$ cat config.mk
export PLATFORM = sky130hd
export DESIGN_NAME = exec_stage
export DESIGN_NICKNAME = d
export VERILOG_FILES = /design/src/rtl/exec_stage.sv
export SDC_FILE = /design/constraint.sdc
export NUM_CORES = 1
export LEC_CHECK = 0
export CORE_ASPECT_RATIO = 1.4
export CORE_MARGIN = 2
export CORE_UTILIZATION = 50
export DETAILED_ROUTE_END_ITERATION = 8
export PLACE_DENSITY_LB_ADDON = 0.1
export SLEW_MARGIN = 20
export SYNTH_ARGS = -nofsm -noshare
export SYNTH_HDL_FRONTEND = slang
export SYNTH_SLANG_ARGS = --single-unit
$ cat constraint.sdc
create_clock -name clk -period 6.93 [get_ports clk]
set_input_delay 1.0395 -clock clk [delete_from_list [all_inputs] [get_ports clk]]
set_output_delay 1.0395 -clock clk [all_outputs]
set_load 0.005 [all_outputs]
$ cat src/rtl/exec_stage.sv
// Sequenced execute stage: READ operands, EXEC shift/ALU, WRITE result back to the register file.
// Optional macro EXEC_SAT_EN makes ADD saturate on signed overflow instead of wrapping.
module exec_stage #(
  parameter int unsigned DW = 16,
  parameter int unsigned RW = 3
) (
  input  logic          clk,
  input  logic          reset,
  input  logic          start,
  input  logic [1:0]    op,
  input  logic [1:0]    shift,
  input  logic [RW-1:0] rd,
  input  logic [RW-1:0] rn,
  input  logic [RW-1:0] rm,
  output logic [RW-1:0] reg_a,
  output logic [RW-1:0] reg_b,
  input  logic [DW-1:0] out_a,
  input  logic [DW-1:0] out_b,
  output logic          write,
  output logic [RW-1:0] reg_w,
  output logic [DW-1:0] data_in,
  output logic          busy,
  output logic          done,
  output logic [2:0]    status
);

  typedef enum logic [1:0] {StIdle, StRead, StExec, StWrite} state_e;

  localparam logic [1:0] OpAdd = 2'b00;
  localparam logic [1:0] OpCmp = 2'b01;
  localparam logic [1:0] OpAnd = 2'b10;
  localparam logic [1:0] OpMvn = 2'b11;

  state_e        state_q, state_d;
  logic [1:0]    op_q, shift_q;
  logic [RW-1:0] rd_q, rn_q, rm_q;
  logic [DW-1:0] a_q, b_q, c_q;
  logic [2:0]    status_q;

  logic [DW-1:0] bs, sum, diff, result;
  logic          add_v, sub_v, v;

  // Shifter and ALU operate on the captured operands only.
  always_comb begin
    unique case (shift_q)
      2'b00:   bs = b_q;
      2'b01:   bs = {b_q[DW-2:0], 1'b0};
      2'b10:   bs = {1'b0, b_q[DW-1:1]};
      default: bs = {b_q[DW-1], b_q[DW-1:1]};
    endcase
    sum   = a_q + bs;
    diff  = a_q - bs;
    add_v = (a_q[DW-1] == bs[DW-1]) && (sum[DW-1] != a_q[DW-1]);
    sub_v = (a_q[DW-1] != bs[DW-1]) && (diff[DW-1] != a_q[DW-1]);
    result = '0;
    v      = 1'b0;
    unique case (op_q)
      OpAdd: begin
        result = sum;
        v      = add_v;
`ifdef EXEC_SAT_EN
        // Overflow only occurs with like-signed operands, so A's sign picks the rail.
        if (add_v) result = a_q[DW-1] ? {1'b1, {(DW-1){1'b0}}} : {1'b0, {(DW-1){1'b1}}};
`endif
      end
      OpCmp: begin
        result = diff;
        v      = sub_v;
      end
      OpAnd:   result = a_q & bs;
      default: result = ~bs;
    endcase
  end

  always_comb begin
    state_d = state_q;
    unique case (state_q)
      StIdle:  if (start) state_d = StRead;
      StRead:  state_d = StExec;
      StExec:  state_d = StWrite;
      default: state_d = StIdle;
    endcase
  end

  always_ff @(posedge clk) begin
    if (reset) begin
      state_q  <= StIdle;
      op_q     <= '0;
      shift_q  <= '0;
      rd_q     <= '0;
      rn_q     <= '0;
      rm_q     <= '0;
      a_q      <= '0;
      b_q      <= '0;
      c_q      <= '0;
      status_q <= '0;
    end else begin
      state_q <= state_d;
      unique case (state_q)
        StIdle: begin
          if (start) begin
            op_q    <= op;
            shift_q <= shift;
            rd_q    <= rd;
            rn_q    <= rn;
            rm_q    <= rm;
          end
        end
        StRead: begin
          a_q <= out_a;
          b_q <= out_b;
        end
        StExec: begin
          c_q      <= result;
          status_q <= {(result == '0), result[DW-1], v};
        end
        default: ;
      endcase
    end
  end

  // Outputs decode from registered state only; no path from start.
  always_comb begin
    reg_a   = '0;
    reg_b   = '0;
    write   = 1'b0;
    reg_w   = '0;
    data_in = '0;
    done    = 1'b0;
    busy    = (state_q != StIdle);
    status  = status_q;
    if (state_q == StRead) begin
      reg_a = rn_q;
      reg_b = rm_q;
    end
    if (state_q == StWrite) begin
      done    = 1'b1;
      write   = (op_q != OpCmp);
      reg_w   = rd_q;
      data_in = c_q;
    end
  end

endmodule

Word-level counts from Yosys, hierarchy flattened
Index checks and enable logic that the tools add are counted.
{"block": "totals", "latch_bits": 0, "register_bits": 66, "romBits": 0, "ramBits": 0, "n_memories": 0, "word_cells": 46, "in_bits": 48, "output_inout_bits": 31}
{"block": "classes", "eq_ne": 13, "n_reduce_logical": 8, "n_bitwise": 2, "multipliers": 0, "div_mod_pow": 0, "n_mux": 11, "add_sub_neg": 2, "n_shift": 0, "magnitude_cmp": 0}
{"op": "one-hot mux 16 bit (3 select lines)", "n": 2}
{"op": "adder 16 bit", "n": 1}
{"op": "bitwise AND 16 bit", "n": 1}
{"op": "logical NOT 16 bit", "n": 1}
{"op": "two-way mux 16 bit", "n": 1}
{"op": "inverter 16 bit", "n": 1}
{"op": "subtractor 16 bit", "n": 1}
{"op": "two-way mux 3 bit", "n": 3}
{"op": "equality test 2 bit (second input constant)", "n": 4}
{"op": "equality test 2 x 1 -> 1 bit (second input constant)", "n": 3}
{"op": "logical NOT 2 bit", "n": 3}
{"op": "one-hot mux 2 bit (3 select lines)", "n": 1}
{"op": "inequality test 1 bit", "n": 3}
{"op": "logical AND 1 bit", "n": 2}
{"op": "two-way mux 1 bit", "n": 2}
{"op": "two-way mux 2 bit", "n": 1}
{"op": "inequality test 2 x 1 -> 1 bit (second input constant)", "n": 1}
{"op": "inequality test 2 bit (second input constant)", "n": 1}
{"op": "one-hot mux 1 bit (2 select lines)", "n": 1}
{"op": "AND reduction 2 bit", "n": 1}
{"op": "nonzero test 2 bit", "n": 1}
{"op": "equality test 1 bit", "n": 1}

Longest topological paths before layout
Gate-level depths: netlist of run 1.
{"block": "depth", "ltp_word": 6, "mapped_depth": 17}

Least setup slack after synthesis of run 1
Ideal clock, no wire load.
{"block": "synth_timing", "path_kind": "register to register", "from": "register shift_q[1]", "to": "register status_q[2] (netlist: status[2])", "stages_incl_launch_ff": 18, "slack_ns": 3.148, "path_buffers": 4, "arrival_ns": 3.713, "synth_period_minus_slack_ns": 3.782, "required_time_ns": 6.861, "path_cell_list": "dfxtp_1 buf_2 buf_2 clkbuf_1 nor2_1 a21oi_1 inv_1 ha_1 buf_2 a21oi_2 nand2b_1 o21ai_1 a211oi_2 xor2_1 o2111ai_1 or4_1 or4_1 o21ai_1"}
{"block": "synth_between", "elab_chain_cells": 5}
{"item": "from (decl)", "line_no": "35", "text": "logic [1:0] op_q, shift_q;"}
{"item": "from (signal assigned)", "line_no": "103", "text": "shift_q <= shift;"}
{"item": "equality test 2 bit, or another cell as far along", "line_no": "45", "text": "unique case (shift_q)"}
{"item": "one-hot mux 16 bit (3 select lines) (*)", "line_no": "45"}
{"item": "subtractor 16 bit, or another cell as far along", "line_no": "52", "text": "diff = a_q - bs;"}
{"item": "one-hot mux 16 bit (3 select lines) (*)", "line_no": "57", "text": "unique case (op_q)"}
{"item": "logical NOT 16 bit (*)", "line_no": "115", "text": "status_q <= {(result == '0), result[DW-1], v};"}
{"item": "to (signal assigned)", "line_no": "115"}
{"item": "to (decl)", "line_no": "38", "text": "logic [2:0] status_q;"}
Every way passes the cells marked *; elsewhere a longest branch is shown, timed or not.
A chain may end at the register's enable or synchronous reset.

Final worst setup path of run 1
{"block": "layout_timing", "from": "register shift_q[0]", "to": "register status_q[2] (netlist: status[2])"}
Same word-level chain as after synthesis.

==> summary.md, run 1 <==
| Metric | Value |
|---|---|
| Status | `completed` |
| Post-synth cell types | `70` |
| Sequential Power Share | `0.227` |
| N_diodes | `0` |
| Number of H-tree levels | `3` |
| Total GRT Usage | `0.2777` |
| Pwr per Cell Area | `between 400 and 500 mW/mm^2` |
| CP Depth | `14` |
| Slowest stage delay, CP | `0.87 ns` |
| Antenna viol nets, final | `0` |
| Num ports | `79` |
| I/O Buffers | `78` |
| First-pass GRT wire length | `around 23 mm` |
| Post-synth EDFFs | `0` |
| Post-DR wirelength/cell | `~18 microns` |
| Number of global-route vias before repair | `~4500` |
| Number of buffers created by CTS | `9` |
| Die W | `88.81 microns` |
| Total Power | `2457 uW` |
| CP top delay family | `simple AND/OR/NAND/NOR gates` |
| Multi-input gate area | `roughly 0.0034 sq mm` |
| Total Routed Length | `14.73 mm` |
| CP Class | `reg2reg` |
| GRT Residual Overflow | `0` |
| Remaining DRCs | `0` |
| Antenna violations before repair | `0` |
| Net Switching | `1135 uW` |
| Ratio of cells with drive above 1 in the final layout | `0.05293` |
| Post-synthesis sequential area ratio | `0.2584` |
| Die Area | `approximately 0.011 sq mm` |
| Reg2reg setup slack | `2.20 ns` |
| Core outline area | `between 0.009 and 0.01 sq mm` |
| DR vias | `4786` |
| Final Setup Violations | `0` |
| Most frequent cells in the layout | `78 x nor2_1, 77 x clkdlybuf4s50_1, 65 x dfxtp_1, 62 x nand2_1, 55 x mux2i_1` |
| Reg-to-reg startpoint | `shift_q[0]` |
| FF+latch count, synth | `65` |
| Setup TNS | `0 ns` |
| Clk_lat worst skew | `0.34 ns` |
| Fin. max-slew vios | `0` |
| Hold path startpoint | `rd_q[2]` |
| Hold Path Stages | `2` |
| Setup Skew | `roughly 0.0094 ns` |
| Mapped Area | `0.005035 sq mm` |
| Clock Power Share | `0.185` |
| Post CTS Setup Buffer Count | `0` |
| Register area | `0.001301 sq mm` |
| Max Fclk | `around 0.21 GHz` |
| Clock root buffer | `clkbuf_16` |
| CP max stage cell | `dfxtp_1` |
| Async set-reset flop share out of synthesis | `0` |
| Layout area overhead | `21.72%` |
| Final Critical Period | `4.725 ns` |
| Worst setup EP type | `flip-flop` |
| Most common cell after layout, fill and taps aside | `nor2_1` |
| Main synth FF type | `dfxtp_1` |
| CP Launch Type | `flip-flop` |
| R2R Path End | `status[2]` |
| R2R depth | `14` |
| # Max-Cap Violations | `0` |
| Cell repeated most along the worst path | `or4_1` |
| Post-CTS Resized | `0` |
| Final hold viol count | `0` |
| Hold EP | `rd_q[2]` |
| Row count | `43` |
| Final net count | `785` |
| RePlAce Congestion | `1.055` |
| Sw Share | `0.4620` |
| Worst Hold Class | `reg2reg` |
| Mapped Nets | `731` |
| Slew HR | `0.3853` |
| 1st-iter DRT viols | `around 230` |
| Clock buffer depth | `2` |
| Tcrit/Tclk final | `0.6818` |
| Leak pwr | `0.002460 uW` |
| Clock sink total | `65` |
| Post-detail-place hpwl | `approximately 11 mm` |
| RSZ-0062 raised after global routing | `false` |
| P_int | `1322 uW` |
| Crit path required time | `7.19 ns` |
| Drt pass-1 iters | `6` |
| Yosys warnings | `0` |
| Die height | `122.7 microns` |
| # fillers | `879` |
| CP Launch Point | `shift_q[0]` |
| Initial Util | `0.5114` |
| VDD IR max | `0.2216 mV` |
| Syn Area/Cell | `approximately 7.9 sq um` |
| Arr. time, crit path | `approximately 5.0 ns` |
| Cell breakdown of the critical path | `mux2i_1 -> nor2_1 -> a21oi_1 -> inv_1 -> fa_1 -> a211oi_1 -> o21bai_1 -> o21ai_0 -> o2111ai_1 -> nor4bb_1 -> nand2_1 -> or4_1 -> or4_1 -> o21ai_1` |
| Vias/cell | `5.739` |
| Critical path peak fanout | `18` |
| Clk pin slew, worst setup/hold paths | `around 0.060 ns` |
| WP buf/inv | `1` |
| Part of the power in combinational logic | `0.588` |
| Cts hold-fix bufs | `0` |
| CTS tree | `done` |
| Worst-Margin Slew | `0.9208 ns` |
| Cells after synthesis | `640` |
| Largest net degree at the start of global routing | `66` |
[logic make-up (layout without fill, tap and decap cells)]
kind of cell,after synthesis,count (layout),share of synthesized area
AO/OA/AOI/OAI,163,163,0.2202
XOR/XNOR,10,10,0.01739
adder cells (fa/ha/maj),43,43,0.1098
buffers and inverters,74,133,0.06262
flip-flops,65,65,0.2584
multiplexers,57,57,0.1161
AND/OR/NAND/NOR,228,228,0.2155
[worst min-delay path, stage by stage, from the launching register on]
cell     delay (ns)
dfxtp_1        0.30
nand2_1        0.05
a21oi_1        0.05
[stage by stage]
stage / cells / worst slack, ns / cell area (sq um) / hold WS [ns] / util
2_1_floorplan: 640 / 3.148 / 5035 / 0.4317 / -
3_3_place_gp: 818 / 2.371 / 5832 / 0.4374 / 0.5923
3_5_place_dp: 818 / 2.257 / 5832 / 0.4437 / 0.5923
4_1_cts: 834 / 2.234 / 6128 / 0.4514 / 0.6224
5_1_grt: 834 / 1.754 / 6128 / 0.4757 / 0.6224
6_report: 834 / 2.205 / 6128 / 0.4477 / 0.6224
[routing by layer]
metal  GRT usage  share of wire
met1      0.3098           0.39
met2      0.4860           0.51
met3     0.05514          0.042
met4      0.1468          0.056
met5           0              0
[worst max path at each step]
stage	to
floorplan	status[2]
global placement	status[2]
detailed placement	status[2]
finish	status[2]
CTS	status[2]
global route	status[2]
[power by group through the flow]
| stage | combinational, uW | clock, uW | sequential [uW] |
|---|---|---|---|
| 2_1_floorplan | 1070 | 0 | 528 |
| 3_3_place_gp | 1410 | 0 | 560 |
| 3_5_place_dp | 1420 | 0 | 565 |
| 4_1_cts | 1430 | 466 | 558 |
| 5_1_grt | 1580 | 480 | 571 |
| 6_report | 1440 | 455 | 558 |
[synthesized netlist by cell type, drive strengths merged, types with 4 or more instances]
master / n / share of area
a21o: 7 / 0.010
o211ai: 7 / 0.010
xnor2: 6 / 0.010
nand3: 7 / 0.0070
dfxtp: 65 / 0.26
nand4: 5 / 0.0062
nor3: 12 / 0.012
inv: 33 / 0.025
a2111oi: 5 / 0.012
a21oi: 45 / 0.046
o21ai: 35 / 0.035
a31oi: 5 / 0.0062
and3: 4 / 0.0050
and2: 27 / 0.034
mux2i: 55 / 0.11
a211oi: 16 / 0.025
o221ai: 4 / 0.0070
nor2: 78 / 0.058
clkbuf: 23 / 0.017
nand2: 62 / 0.046
ha: 41 / 0.10
nor2b: 7 / 0.0087
o2111ai: 5 / 0.0087
xor2: 4 / 0.0070
buf: 17 / 0.020
nand2b: 8 / 0.0099
o21bai: 5 / 0.0082
[final cells by class]
cell class	count	share of cell area
multi-input combinational	501	0.5582
sequential	65	0.2123
timing repair buffer	83	0.1327
clock buffer	9	0.03675
tap	135	0.02756
inverter	34	0.02082
clock inverter	7	0.01164
[sequential cells by signal, summed over array words and instances (netlist names)]
signal / flops
state_q: 2
op_q: 2
rd_q: 3
status: 3
rm_q: 3
c_q: 15
b_q: 16
rn_q: 3
shift_q: 2
a_q: 16
Note: power is estimated with default switching activity, not from simulation.
==> run 2: changes to the inputs <==
clock period = 3.9 ns   (was 6.93 ns; I/O delays follow)
==> run 2 against run 1 <==
Via count grew 5.0%. Combinational power grew 120%. Largest power group unchanged. Critical endpoint unchanged. Core utilization grew 5.1 points. Die area is the same. Register-to-register slack lost 2.0 ns.
==> summary.md, run 2 (same netlist as run 1, synthesis figures left out) <==
| Metric | Value |
|---|---|
| N_diodes | `0 (unchanged)` |
| Clock sink total | `65 (unchanged)` |
| Die height | `122.7 microns (unchanged)` |
| Setup TNS | `0 ns (unchanged)` |
| CP Launch Point | `shift_q[0] (unchanged)` |
| Leak pwr | `0.002716 uW (was 0.002460 uW)` |
| Number of global-route vias before repair | `4898 (was 4459)` |
| PnR worst setup slack | `0.1704 ns (was 2.205 ns)` |
| Clk_lat worst skew | `0.34 ns (about the same)` |
| Post-detail-place hpwl | `12.11 mm (was 11.20 mm)` |
| # Max-Cap Violations | `0 (unchanged)` |
| Worst Hold Class | `reg2reg (unchanged)` |
| Critical path peak fanout | `11 (was 18)` |
| I/O Buffers | `78 (unchanged)` |
| Largest net degree at the start of global routing | `65 (was 66)` |
| Antenna violations before repair | `0 (unchanged)` |
| Reg-to-reg startpoint | `shift_q[0] (unchanged)` |
| Remaining DRCs | `0 (unchanged)` |
| CP Class | `reg2reg (unchanged)` |
| Most common cell after layout, fill and taps aside | `nor2_1 (unchanged)` |
| Final net count | `832 (was 785)` |
| R2R Path End | `status[2] (unchanged)` |
| Placed insts | `862 (was 818)` |
| Post-DR wirelength/cell | `17.77 microns (was 17.66 microns)` |
| Clk pin slew, worst setup/hold paths | `0.05 ns (was 0.06 ns)` |
| Pwr per Cell Area | `729.8 mW/mm^2 (was 401.0 mW/mm^2)` |
| Arr. time, crit path | `3.99 ns (was 4.99 ns)` |
| Die Area | `0.01090 sq mm (unchanged)` |
| Row count | `43 (unchanged)` |
| Cts hold-fix bufs | `0 (unchanged)` |
| Ratio of cells with drive above 1 in the final layout | `0.1492 (was 0.05293)` |
| Reg2reg setup slack | `0.17 ns (was 2.20 ns)` |
| Non-Filler Instances | `879 (was 834)` |
| Layout area overhead | `31.78% (was 21.72%)` |
| Core outline area | `0.009846 sq mm (unchanged)` |
| Vias/cell | `5.714 (was 5.739)` |
| Max Fclk | `0.2681 GHz (was 0.2116 GHz)` |
| Dpl ws | `-0.1609 ns (was 2.257 ns)` |
| Setup Skew | `0.007715 ns (was 0.009372 ns)` |
| Slew HR | `0.5318 (was 0.3853)` |
| Worst setup EP type | `flip-flop (unchanged)` |
| Fin. max-slew vios | `0 (unchanged)` |
| Die W | `88.81 microns (unchanged)` |
| Initial Util | `0.5114 (unchanged)` |
| First-pass GRT wire length | `24.38 mm (was 22.92 mm)` |
| R2R depth | `16 (was 14)` |
| RePlAce Congestion | `0.9630 (was 1.055)` |
| Antenna viol nets, final | `0 (unchanged)` |
| # fillers | `833 (was 879)` |
| CP Launch Type | `flip-flop (unchanged)` |
| Most frequent cells in the layout | `78 x nor2_1, 77 x clkdlybuf4s50_1, 64 x dfxtp_1, 62 x nand2_1, 54 x mux2i_1 (was 78 x nor2_1, 77 x clkdlybuf4s50_1, 65 x dfxtp_1, 62 x nand2_1, 55 x mux2i_1)` |
| Worst-Margin Slew | `0.6949 ns (was 0.9208 ns)` |
| CTS tree | `done (unchanged)` |
| Total GRT Usage | `0.2940 (was 0.2777)` |
| Tcrit/Tclk final | `0.9563 (was 0.6818)` |
| Clock root buffer | `clkbuf_16 (unchanged)` |
| GRT Residual Overflow | `0 (unchanged)` |
| Status | `completed (unchanged)` |
| Num ports | `79 (unchanged)` |
| CP Capture Point | `status[2] (unchanged)` |
| Total Routed Length | `15.62 mm (was 14.73 mm)` |
| Largest registers | `a_q x16, b_q x16, c_q x15 (unchanged)` |
| Hold path startpoint | `rm_q[0] (was rd_q[2])` |
| Final Setup Violations | `0 (unchanged)` |
| Number of buffers created by CTS | `9 (unchanged)` |
| Number of H-tree levels | `3 (unchanged)` |
| Clock buffer depth | `2 (unchanged)` |
| 1st-iter DRT viols | `204 (was 228)` |
| Crit path required time | `4.16 ns (was 7.19 ns)` |
| Drt pass-1 iters | `4 (was 6)` |
| DR vias | `5023 (was 4786)` |
| VDD IR max | `0.3972 mV (was 0.2216 mV)` |
| Final Critical Period | `3.730 ns (was 4.725 ns)` |
| Final hold viol count | `0 (unchanged)` |
[run 2: area by class of cell]
| type | count | area, sq um | share of cell area |
|---|---|---|---|
| multi-input cells | 501 | 3570 | 0.5380 |
| flip-flops and latches | 65 | 1305 | 0.1967 |
| repair buffers | 130 | 1194 | 0.1799 |
| clock buffers | 11 | 252.7 | 0.03809 |
| well taps | 135 | 168.9 | 0.02546 |
| inverters | 34 | 127.6 | 0.01923 |
| clock inverters | 3 | 17.52 | 0.002640 |
[run 2: what timing repair did]
item                       4_1_cts  5_1_grt
setup buffers                    1        2
setup endpoints to repair        2        2
cloned                           0        0
resized for setup                6       37
pin swaps                        1       14
[run 2: stage by stage]
stage / instance area [sq um] / power [uW] / hold slack, ns / util
after global routing: 6635 / 5178 / 0.4741 / 0.6739
after floorplan: 5035 / 2845 / 0.4317 / -
final: 6635 / 4842 / 0.4479 / 0.6739
after CTS: 6470 / 4669 / 0.4509 / 0.6571
after detailed placement: 6175 / 3877 / 0.4435 / 0.6271
after global placement: 6175 / 3845 / 0.4375 / 0.6271
[run 2: report_power, final]
part,total (uW),switching [uW],internal [uW]
Clock,738,284,454
Sequential,983,151,832
Combinational,3120,1710,1410
[run 2: worst min path at each step]
| stage | cells past startpoint | to | slack (ns) |
|---|---|---|---|
| after global routing | 2 | rm_q[2] | 0.47 |
| after CTS | 2 | rm_q[0] | 0.45 |
| after floorplan | 2 | rd_q[0] | 0.43 |
| after global placement | 2 | rm_q[1] | 0.44 |
| final | 2 | rm_q[0] | 0.45 |
| after detailed placement | 2 | rm_q[0] | 0.44 |
[run 2: layer usage]
layer	share of wire	GRT usage	vias up
li1	-	-	2461
met1	0.37	0.3141	2357
met2	0.53	0.5350	159
met3	0.047	0.04304	46
met4	0.051	0.1676	0
met5	0	0	-
[run 2: worst max-delay path, stage by stage, from the launching register on]
cell,delay [ns]
dfxtp_4,0.39
buf_8,0.17
mux2i_1,0.19
nor2_1,0.06
a21oi_2,0.21
inv_1,0.09
ha_1,0.35
buf_4,0.20
o211ai_1,0.10
nand2_1,0.10
o211ai_1,0.13
o21a_1,0.16
o221ai_1,0.25
o2111ai_1,0.15
or4_1,0.54
or4_4,0.43
o21ai_2,0.14
